[config.mk]
export PLATFORM = sky130hd
export DESIGN_NAME = scrambler_par
export DESIGN_NICKNAME = d
export VERILOG_FILES = /design/src/rtl/scrambler_par.sv
export SDC_FILE = /design/constraint.sdc
export NUM_CORES = 1
export LEC_CHECK = 0
export ABC_AREA = 0
export BUFFER_PORTS_ARGS = -buffer_cell sky130_fd_sc_hd__buf_2
export CAP_MARGIN = 15
export CORE_MARGIN = 2
export CORE_UTILIZATION = 35
export CTS_CLUSTER_DIAMETER = 60
export DETAILED_ROUTE_END_ITERATION = 10
export SLEW_MARGIN = 20
export SYNTH_ARGS = -nofsm -noshare
export SYNTH_HDL_FRONTEND = slang
export SYNTH_SLANG_ARGS = --single-unit
export TNS_END_PERCENT = 20
[constraint.sdc]
create_clock -name clk -period 5.9 [get_ports clk]
set_clock_uncertainty 0.2 [all_clocks]
set_input_delay 1.77 -clock clk [delete_from_list [all_inputs] [get_ports clk]]
set_output_delay 1.77 -clock clk [all_outputs]
set_load 0.005 [all_outputs]
[src/rtl/scrambler_par.sv]
`default_nettype none
// ============================================================================
// Module   : scrambler_par
// Brief    : W-bit/cycle 802.11a scrambler/descrambler (x^7 + x^4 + 1) with
//            seed register and per-frame reseed / SERVICE-bit seed recovery.
// Revision : 1.0
// ============================================================================

module scrambler_par #(
  parameter int         W    = 8,
  parameter logic [6:0] SEED = 7'b1011101
) (
  input  logic         clk,
  input  logic         reset_n,
  input  logic         clear,
  input  logic         seed_load,
  input  logic [6:0]   seed_in,
  input  logic         mode,
  input  logic         in_valid,
  output logic         in_ready,
  input  logic [W-1:0] in_data,
  input  logic         in_last,
  output logic         out_valid,
  input  logic         out_ready,
  output logic [W-1:0] out_data,
  output logic         out_last,
  output logic         locked
);

  localparam logic [2:0] C_SYNC_BITS = 3'd7;

  typedef enum logic [1:0] {
    ST_IDLE = 2'd0,
    ST_SYNC = 2'd1,
    ST_RUN  = 2'd2
  } state_t;

  state_t       r_state;
  state_t       w_state_nxt;
  logic [6:0]   r_seed;
  logic [6:0]   r_lfsr;
  logic [6:0]   w_lfsr_start;
  logic [6:0]   w_lfsr_nxt;
  logic [2:0]   r_sync_cnt;
  logic [2:0]   w_sync_cnt_nxt;
  logic         r_mode;
  logic         w_mode_eff;
  logic         w_accept;
  logic         w_seed_wr;
  logic         w_locked_nxt;
  logic [W-1:0] w_out_data;

  assign in_ready  = !out_valid || out_ready;
  assign w_accept  = in_valid && in_ready && !clear;
  // An all-zero seed would freeze the LFSR, so it never reaches the register.
  assign w_seed_wr = seed_load && (seed_in != 7'd0);

  // Whole beat is unrolled bit by bit; sync bits may end anywhere in the beat.
  always_comb begin : p_datapath
    logic [6:0] w_s;
    logic [2:0] w_cnt;
    logic       w_fb;
    w_mode_eff = (r_state == ST_IDLE) ? mode : r_mode;
    if (r_state == ST_IDLE) begin
      w_lfsr_start = w_seed_wr ? seed_in : r_seed;
      w_cnt        = 3'd0;
    end else begin
      w_lfsr_start = r_lfsr;
      w_cnt        = r_sync_cnt;
    end
    w_s        = w_lfsr_start;
    w_fb       = 1'b0;
    w_out_data = '0;
    for (int i = 0; i < W; i++) begin
      w_fb = w_s[6] ^ w_s[3];
      if (w_mode_eff && (w_cnt < C_SYNC_BITS)) begin
        w_out_data[i] = 1'b0;
        w_s           = {w_s[5:0], in_data[i]};
        w_cnt         = w_cnt + 3'd1;
      end else begin
        w_out_data[i] = in_data[i] ^ w_fb;
        w_s           = {w_s[5:0], w_fb};
      end
    end
    w_lfsr_nxt     = w_s;
    w_sync_cnt_nxt = w_cnt;
  end

  always_comb begin : p_fsm_next
    w_state_nxt  = r_state;
    w_locked_nxt = locked;
    if (w_accept) begin
      if (in_last) begin
        w_state_nxt  = ST_IDLE;
        w_locked_nxt = 1'b0;
      end else if (w_mode_eff && (w_sync_cnt_nxt < C_SYNC_BITS)) begin
        w_state_nxt  = ST_SYNC;
        w_locked_nxt = 1'b0;
      end else begin
        w_state_nxt  = ST_RUN;
        w_locked_nxt = w_mode_eff;
      end
    end
  end

  always_ff @(posedge clk or negedge reset_n) begin : p_state
    if (!reset_n) begin
      r_state    <= ST_IDLE;
      r_sync_cnt <= 3'd0;
      r_mode     <= 1'b0;
      r_lfsr     <= SEED;
      locked     <= 1'b0;
    end else if (clear) begin
      r_state    <= ST_IDLE;
      r_sync_cnt <= 3'd0;
      locked     <= 1'b0;
    end else begin
      r_state <= w_state_nxt;
      locked  <= w_locked_nxt;
      if (w_accept) begin
        r_lfsr     <= w_lfsr_nxt;
        r_sync_cnt <= in_last ? 3'd0 : w_sync_cnt_nxt;
        if (r_state == ST_IDLE) begin
          r_mode <= mode;
        end
      end
    end
  end

  // Seed register survives clear; only reset restores the default.
  always_ff @(posedge clk or negedge reset_n) begin : p_seed
    if (!reset_n) begin
      r_seed <= SEED;
    end else if (w_seed_wr) begin
      r_seed <= seed_in;
    end
  end

  always_ff @(posedge clk or negedge reset_n) begin : p_out
    if (!reset_n) begin
      out_valid <= 1'b0;
      out_data  <= '0;
      out_last  <= 1'b0;
    end else if (clear) begin
      out_valid <= 1'b0;
    end else if (w_accept) begin
      out_valid <= 1'b1;
      out_data  <= w_out_data;
      out_last  <= in_last;
    end else if (out_ready) begin
      out_valid <= 1'b0;
    end
  end

endmodule

`default_nettype wire

### After elaboration in Yosys (flattened, before gate mapping)

Cells that the tools add are included.
Widths: inputs -> output; s select.

* register bits after elaboration: 31
* input port bits: 23
* output and inout port bits: 12
* word-level logic and storage cells: 105

* add/subtract/negate cells: 8
* order comparisons: 9
* muxes and demuxes: 42
* bitwise logic cells: 17
* reductions and logical operators: 20

Operators with widths (number)
* $mux 3: 12
* $lt 3x3->1 const B: 9
* $add 3x1->3 const B: 8
* $mux 1: 24
* $xor 1x1->1: 16
* $mux 7: 2
* $logic_and 1x1->1: 12
* $mux 2: 4
* $reduce_bool 7->1: 1
* $reduce_bool 3->1: 1
* $logic_not 1->1: 2
* $logic_not 2->1: 1
* $reduce_and 2->1: 1
* $reduce_bool 2->1: 1
* $logic_or 1x1->1: 1
* $not 1->1: 1

### Logic depth before layout (Yosys ltp)

* depth in word-level cells: 32
* mapped depth: 17
* mapped depth without buffers: 16

### Worst setup path before layout

No wires, ideal clock.

* path type: in2reg
* start: in mode
* end: reg r_sync_cnt[1]
* setup time: 0.121 ns
* data arrival time: 4.485 ns
* data required time: 5.579 ns
* slack: 1.094 ns
* cell stages on the path: 16
* buffers on the path: 0
* cell sequence: or3b_4 > nand2_1 > o21ai_1 > nor2_1 > a21oi_1 > ha_1 > o21ai_0 > o21ai_0 > o21bai_1 > ha_1 > o31ai_1 > a41oi_1 > o311ai_1 > a32oi_1 > xnor2_1 > a22o_1

* cells in the longest elaborated chain, start to end: 27
* elaborated cells on any way between the ends: 34
* classes of those cells: 7 x add/sub; 7 x order compare; 12 x mux; 8 x reduce/logical

RTL lines
* start: declaration: RTL line 18 `input logic mode,`
* $mux 1 (*)
* $logic_and 1x1->1: RTL line 76 `if (w_mode_eff && (w_cnt < C_SYNC_BITS)) begin`
* $mux 3: RTL line 76
* $lt 3x3->1: RTL line 76
* $logic_and 1x1->1: RTL line 76
* $mux 3: RTL line 76
* $lt 3x3->1: RTL line 76
* $logic_and 1x1->1: RTL line 76
* (+11 left out)
* $logic_and 1x1->1: RTL line 76
* $mux 3: RTL line 76
* $lt 3x3->1: RTL line 76
* $logic_and 1x1->1: RTL line 76
* $mux 3 (*): RTL line 76
* $mux 3 (*): RTL line 122 `r_sync_cnt <= in_last ? 3'd0 : w_sync_cnt_nxt;`
* $mux 3 (*): RTL line 120 `if (w_accept) begin`
* $mux 3 (*): RTL line 113 `end else if (clear) begin`
* end signal: assignment: RTL line 122
* end: declaration: RTL line 44 `logic [2:0] r_sync_cnt;`

Every way passes the cells marked *; elsewhere a longest branch is shown, timed or not. The select of a mux whose other input is x is not followed.
A chain may end at the register's enable or synchronous reset.

### Worst setup path in the final report

* start: in mode
* end: reg r_lfsr[1]

* cells in the longest elaborated chain, start to end: 21
* elaborated cells on any way between the ends: 28
* classes of those cells: 5 x add/sub; 6 x order compare; 9 x mux; 1 x bitwise; 7 x reduce/logical

RTL lines
* $mux 1 (*)
* $logic_and 1x1->1: RTL line 76
* $mux 3: RTL line 76
* $lt 3x3->1: RTL line 76
* $logic_and 1x1->1: RTL line 76
* $mux 3: RTL line 76
* $lt 3x3->1: RTL line 76
* $logic_and 1x1->1: RTL line 76
* (+5 left out)
* $logic_and 1x1->1: RTL line 76
* $mux 3: RTL line 76
* $lt 3x3->1: RTL line 76
* $logic_and 1x1->1: RTL line 76
* $mux 3: RTL line 76
* $lt 3x3->1: RTL line 76
* $logic_and 1x1->1: RTL line 76
* $mux 1 (*): RTL line 76
* end signal: assignment: RTL line 121 `r_lfsr <= w_lfsr_nxt;`
* end: declaration: RTL line 41 `logic [6:0] r_lfsr;`

Every way passes the cells marked *; elsewhere a longest branch is shown, timed or not.

==> results.py <==
metrics = {
    "floorplan": {
        "chipHeight_um": 85.13,
        "rows": 29,
        "die_w_um": 85.13,
        "initial_core_util_pct": 36.28,
        "pin_count": 35,
        "core-area_mm2": 0.006350,
        "die_area_mm2": 0.007246,
    },
    "placement": {
        "dp_cells": 361,
        "place_congestion": 0.8344,
        "place_area_mm2": 0.002500,
        "dp_hpwl_mm": 4.272,
        "port_buffers": 34,
    },
    "synthesis": {
        "synth.ff_latch_count": 31,
        "syn_inst": 259,
        "ys_types": 62,
        "yosys_warnings": 0,
        "synthMuxAreaShare_pct": 5.866,
        "syn_nets": 285,
        "synth_top_family_by_area": "compound AO/OA/AOI/OAI gates",
        "ys_dominant_reg_cell": "dfrtp_1",
        "avgSynthCellArea_um2": 8.894,
        "synth.cell_area_mm2": 0.002303,
        "synth_edf_count": 0,
        "yosysSeqAreaShare_pct": 34.22,
        "synth_compound_area_share_pct": 26.51,
        "synthAdderAreaFrac_pct": 1.630,
        "synth-simple-area-share_pct": 17.60,
        "synth-xor-area-share_pct": 9.506,
        "async_flop_share_pct": 100.0,
    },
    "job": {
        "max_cap_viol_count": 0,
    },
    "pwr": {
        "switchingPower_w": 0.0002176,
        "peakVddDrop_v": 0.0001336,
        "powerDensity_mw_per_mm2": 251.5,
        "power_frac_clock_pct": 24.9,
        "power_leakage_nw": 1.152,
        "power_frac_seq_pct": 44.0,
        "p_sw_share_pct": 33.53,
        "power_frac_comb_pct": 31.1,
        "power_w": 0.0006491,
        "p_int_w": 0.0004314,
    },
    "critical_path": {
        "cp.required_ns": 5.84,
        "critPathKind": "in -> reg",
        "worst_setup_path_start_kind": "input pin",
        "cp.arrival_ns": 5.05,
        "crit_slowest_cell": "nor4_1",
        "cp_max_fo": 7,
        "end_kind": "flop",
        "cpPeakStageDelay_ns": 0.43,
        "crit_chain": "buf_2 -> or3b_4 -> nand2_1 -> o21ai_1 -> nor2_1 -> a21oi_1 -> ha_1 -> o21ai_0 -> o21ai_0 -> o21bai_1 -> ha_1 -> o31ai_1 -> a41oi_1 -> nor4_1 -> mux2i_1 -> a21oi_1",
    },
    "final_layout": {
        "design_area_mm2": 0.002581,
        "diodes": 0,
        "drive_gt1_share_pct": 27.40,
        "fin_nets": 317,
        "final_cells": 369,
        "area_growth_pct": 12.06,
    },
    "clocking": {
        "cts_root_buf": "clkbuf_8",
        "clk_latency_ns": 0.28,
        "cts_setup_buffers": 0,
        "htreeDepth": 2,
        "clkTransAtPathRegs_ns": 0.06,
        "cts_resized": 0,
        "cts_buffers": 5,
        "holdBufCountCts": 0,
        "clkSinkCount": 31,
        "cts_tree": "yes",
        "ctsLongestPathBuffers": 2,
    },
    "sta": {
        "slew_viol_final": 0,
        "max_freq_ghz": 0.1956,
        "fin_crit_ns": 5.111,
        "post-route-period-util_pct": 86.63,
        "tightestPinTransition_ns": 0.7078,
        "fin_tns_setup_ns": 0,
        "rsz0062_at_grt": "no",
        "hold_viol_final": 0,
        "setup_viol": 0,
        "slew_headroom_pct": 52.82,
        "whs_ns": 0.2684,
    },
    "drt": {
        "drt-total-wl_mm": 5.668,
        "top_layer_used": "met4",
        "drt-initial-drc-count": 138,
        "via_per_inst": 5.480,
        "drc": 0,
        "vias": 2022,
        "wl_per_cell_um": 15.36,
        "drt-pass1-iter-count": 4,
        "dr_wl_met3_um": 268,
        "dr_wl_met2_mm": 2.473,
        "ant_nets": 0,
        "drt-met1-wl_mm": 2.812,
    },
    "grt": {
        "grt_pass1_vias": 1931,
        "grt.overflow.total": 0,
        "grt_max_degree": 32,
        "grt_pass1_wl_mm": 9.722,
        "grt_use_total_pct": 16.88,
        "antenna_found_initial": 0,
    },
    "outcome": {
        "status": "finished, final reports clean",
    },
    "min_path": {
        "hp-class": "reg -> reg",
    },
}
## cell usage after synthesis (2+ instances only)
master | instances | area (um^2)
a211oi_1 | 4 | 30.03
a21oi_1 | 17 | 85.08
a22o_1 | 2 | 17.52
a311oi_1 | 2 | 17.52
a31o_2 | 3 | 26.28
a31oi_1 | 2 | 12.51
and2_1 | 3 | 18.77
buf_4 | 2 | 15.01
buf_6 | 3 | 33.78
clkbuf_1 | 4 | 15.01
dfrtp_1 | 21 | 525.5
dfstp_2 | 10 | 262.8
ha_1 | 3 | 37.54
inv_1 | 7 | 26.28
mux2_2 | 4 | 45.04
mux2i_1 | 9 | 90.09
nand2_1 | 46 | 172.7
nand2b_1 | 2 | 12.51
nor2_1 | 17 | 63.81
nor2b_1 | 2 | 12.51
nor3_1 | 3 | 15.01
nor4_1 | 3 | 18.77
o211ai_1 | 3 | 22.52
o21ai_0 | 18 | 90.09
o21ai_1 | 2 | 10.01
o21ai_2 | 4 | 35.03
o31ai_1 | 3 | 22.52
o31ai_2 | 2 | 25.02
or2_2 | 2 | 12.51
xnor2_1 | 14 | 122.6
xor2_1 | 11 | 96.34
## sequential cells by signal, summed over array words and instances (netlist names)
register / cells
out_valid: 1
out_last: 1
r_mode: 1
r_sync_cnt: 3
r_state: 2
out_data: 8
r_lfsr: 7
r_seed: 7
locked: 1
## per-stage QoR
step           utilization [%]  worst slack, ns
2_1_floorplan                -            1.094
3_3_place_gp             39.37           0.6572
3_5_place_dp             39.37           0.5260
4_1_cts                  40.65           0.8135
5_1_grt                  40.65           0.5092
6_report                 40.65           0.7887
## power by group through the flow
stage | combinational, W | clock [W] | sequential [W]
after detailed placement | 0.000202 | 0 | 0.000290
after CTS | 0.000203 | 0.000167 | 0.000286
after floorplan | 0.000149 | 0 | 0.000281
final | 0.000202 | 0.000162 | 0.000286
after global placement | 0.000200 | 0 | 0.000290
after global routing | 0.000227 | 0.000177 | 0.000292
## path summary, 6_finish.rpt
kind,from,end,slack (ns),depth (start not counted)
min in group asynchronous,reset_n,out_data[7],1.33,1
max in group asynchronous,reset_n,r_seed[5],3.71,1
worst max register to register,r_state[1],r_lfsr[1],1.73,15
worst min-delay path,r_seed[6],r_seed[6],0.27,2
worst max-delay path,mode,r_lfsr[1],0.79,16
worst min register to register,r_seed[6],r_seed[6],0.27,2
## metal layers
| layer | track usage (%) | vias to the layer above |
|---|---|---|
| met5 | 0 | - |
| met1 | 24.41 | 958 |
| met4 | 6.349 | 0 |
| li1 | - | 996 |
| met2 | 24.43 | 58 |
| met3 | 3.891 | 10 |
## layout by cell type, fill, tap and decap left out, drive strengths merged, types with 2 or more instances in the layout
| cell | instances |
|---|---|
| o311ai | 2 |
| inv | 8 |
| and2 | 4 |
| dfrtp | 21 |
| mux2i | 9 |
| ha | 3 |
| nor2b | 2 |
| nor4 | 3 |
| dfstp | 10 |
| nor2 | 18 |
| a31oi | 3 |
| nor3 | 3 |
| nand3 | 2 |
| o21ai | 24 |
| xor2 | 11 |
| buf | 35 |
| a21boi | 2 |
| o31ai | 5 |
| xnor2 | 14 |
| a22o | 2 |
| a31o | 4 |
| a32oi | 2 |
| mux2 | 4 |
| nand2b | 2 |
| a21oi | 17 |
| or2 | 2 |
| a311oi | 2 |
| nand2 | 46 |
| clkbuf | 7 |
| o211ai | 3 |
| a211oi | 4 |
## cell families after synthesis
logic type,Yosys count
AO/OA/AOI/OAI,82
multiplexers,13
flip-flops,31
XOR/XNOR,25
AND/OR/NAND/NOR,87
adder cells (fa/ha/maj),3
buffers and inverters,18
## critical path: cells and delay by family
| family | cells | cell delay (ns) |
|---|---|---|
| AO/OA/AOI/OAI | 8 | 1.16 |
| adder cells (fa/ha/maj) | 2 | 0.59 |
| buffers and inverters | 1 | 0.09 |
| multiplexers | 1 | 0.25 |
| AND/OR/NAND/NOR | 4 | 1.19 |
## cell type report
type	instances	area, um^2
fill	635	3769
multi-input combinational	210	1408
clock inverter	1	5.005
clock buffer	7	76.32
tap	77	96.34
timing repair buffer	35	177.7
inverter	8	30.03
sequential	31	788.3
(Power assumes the default switching activity.)
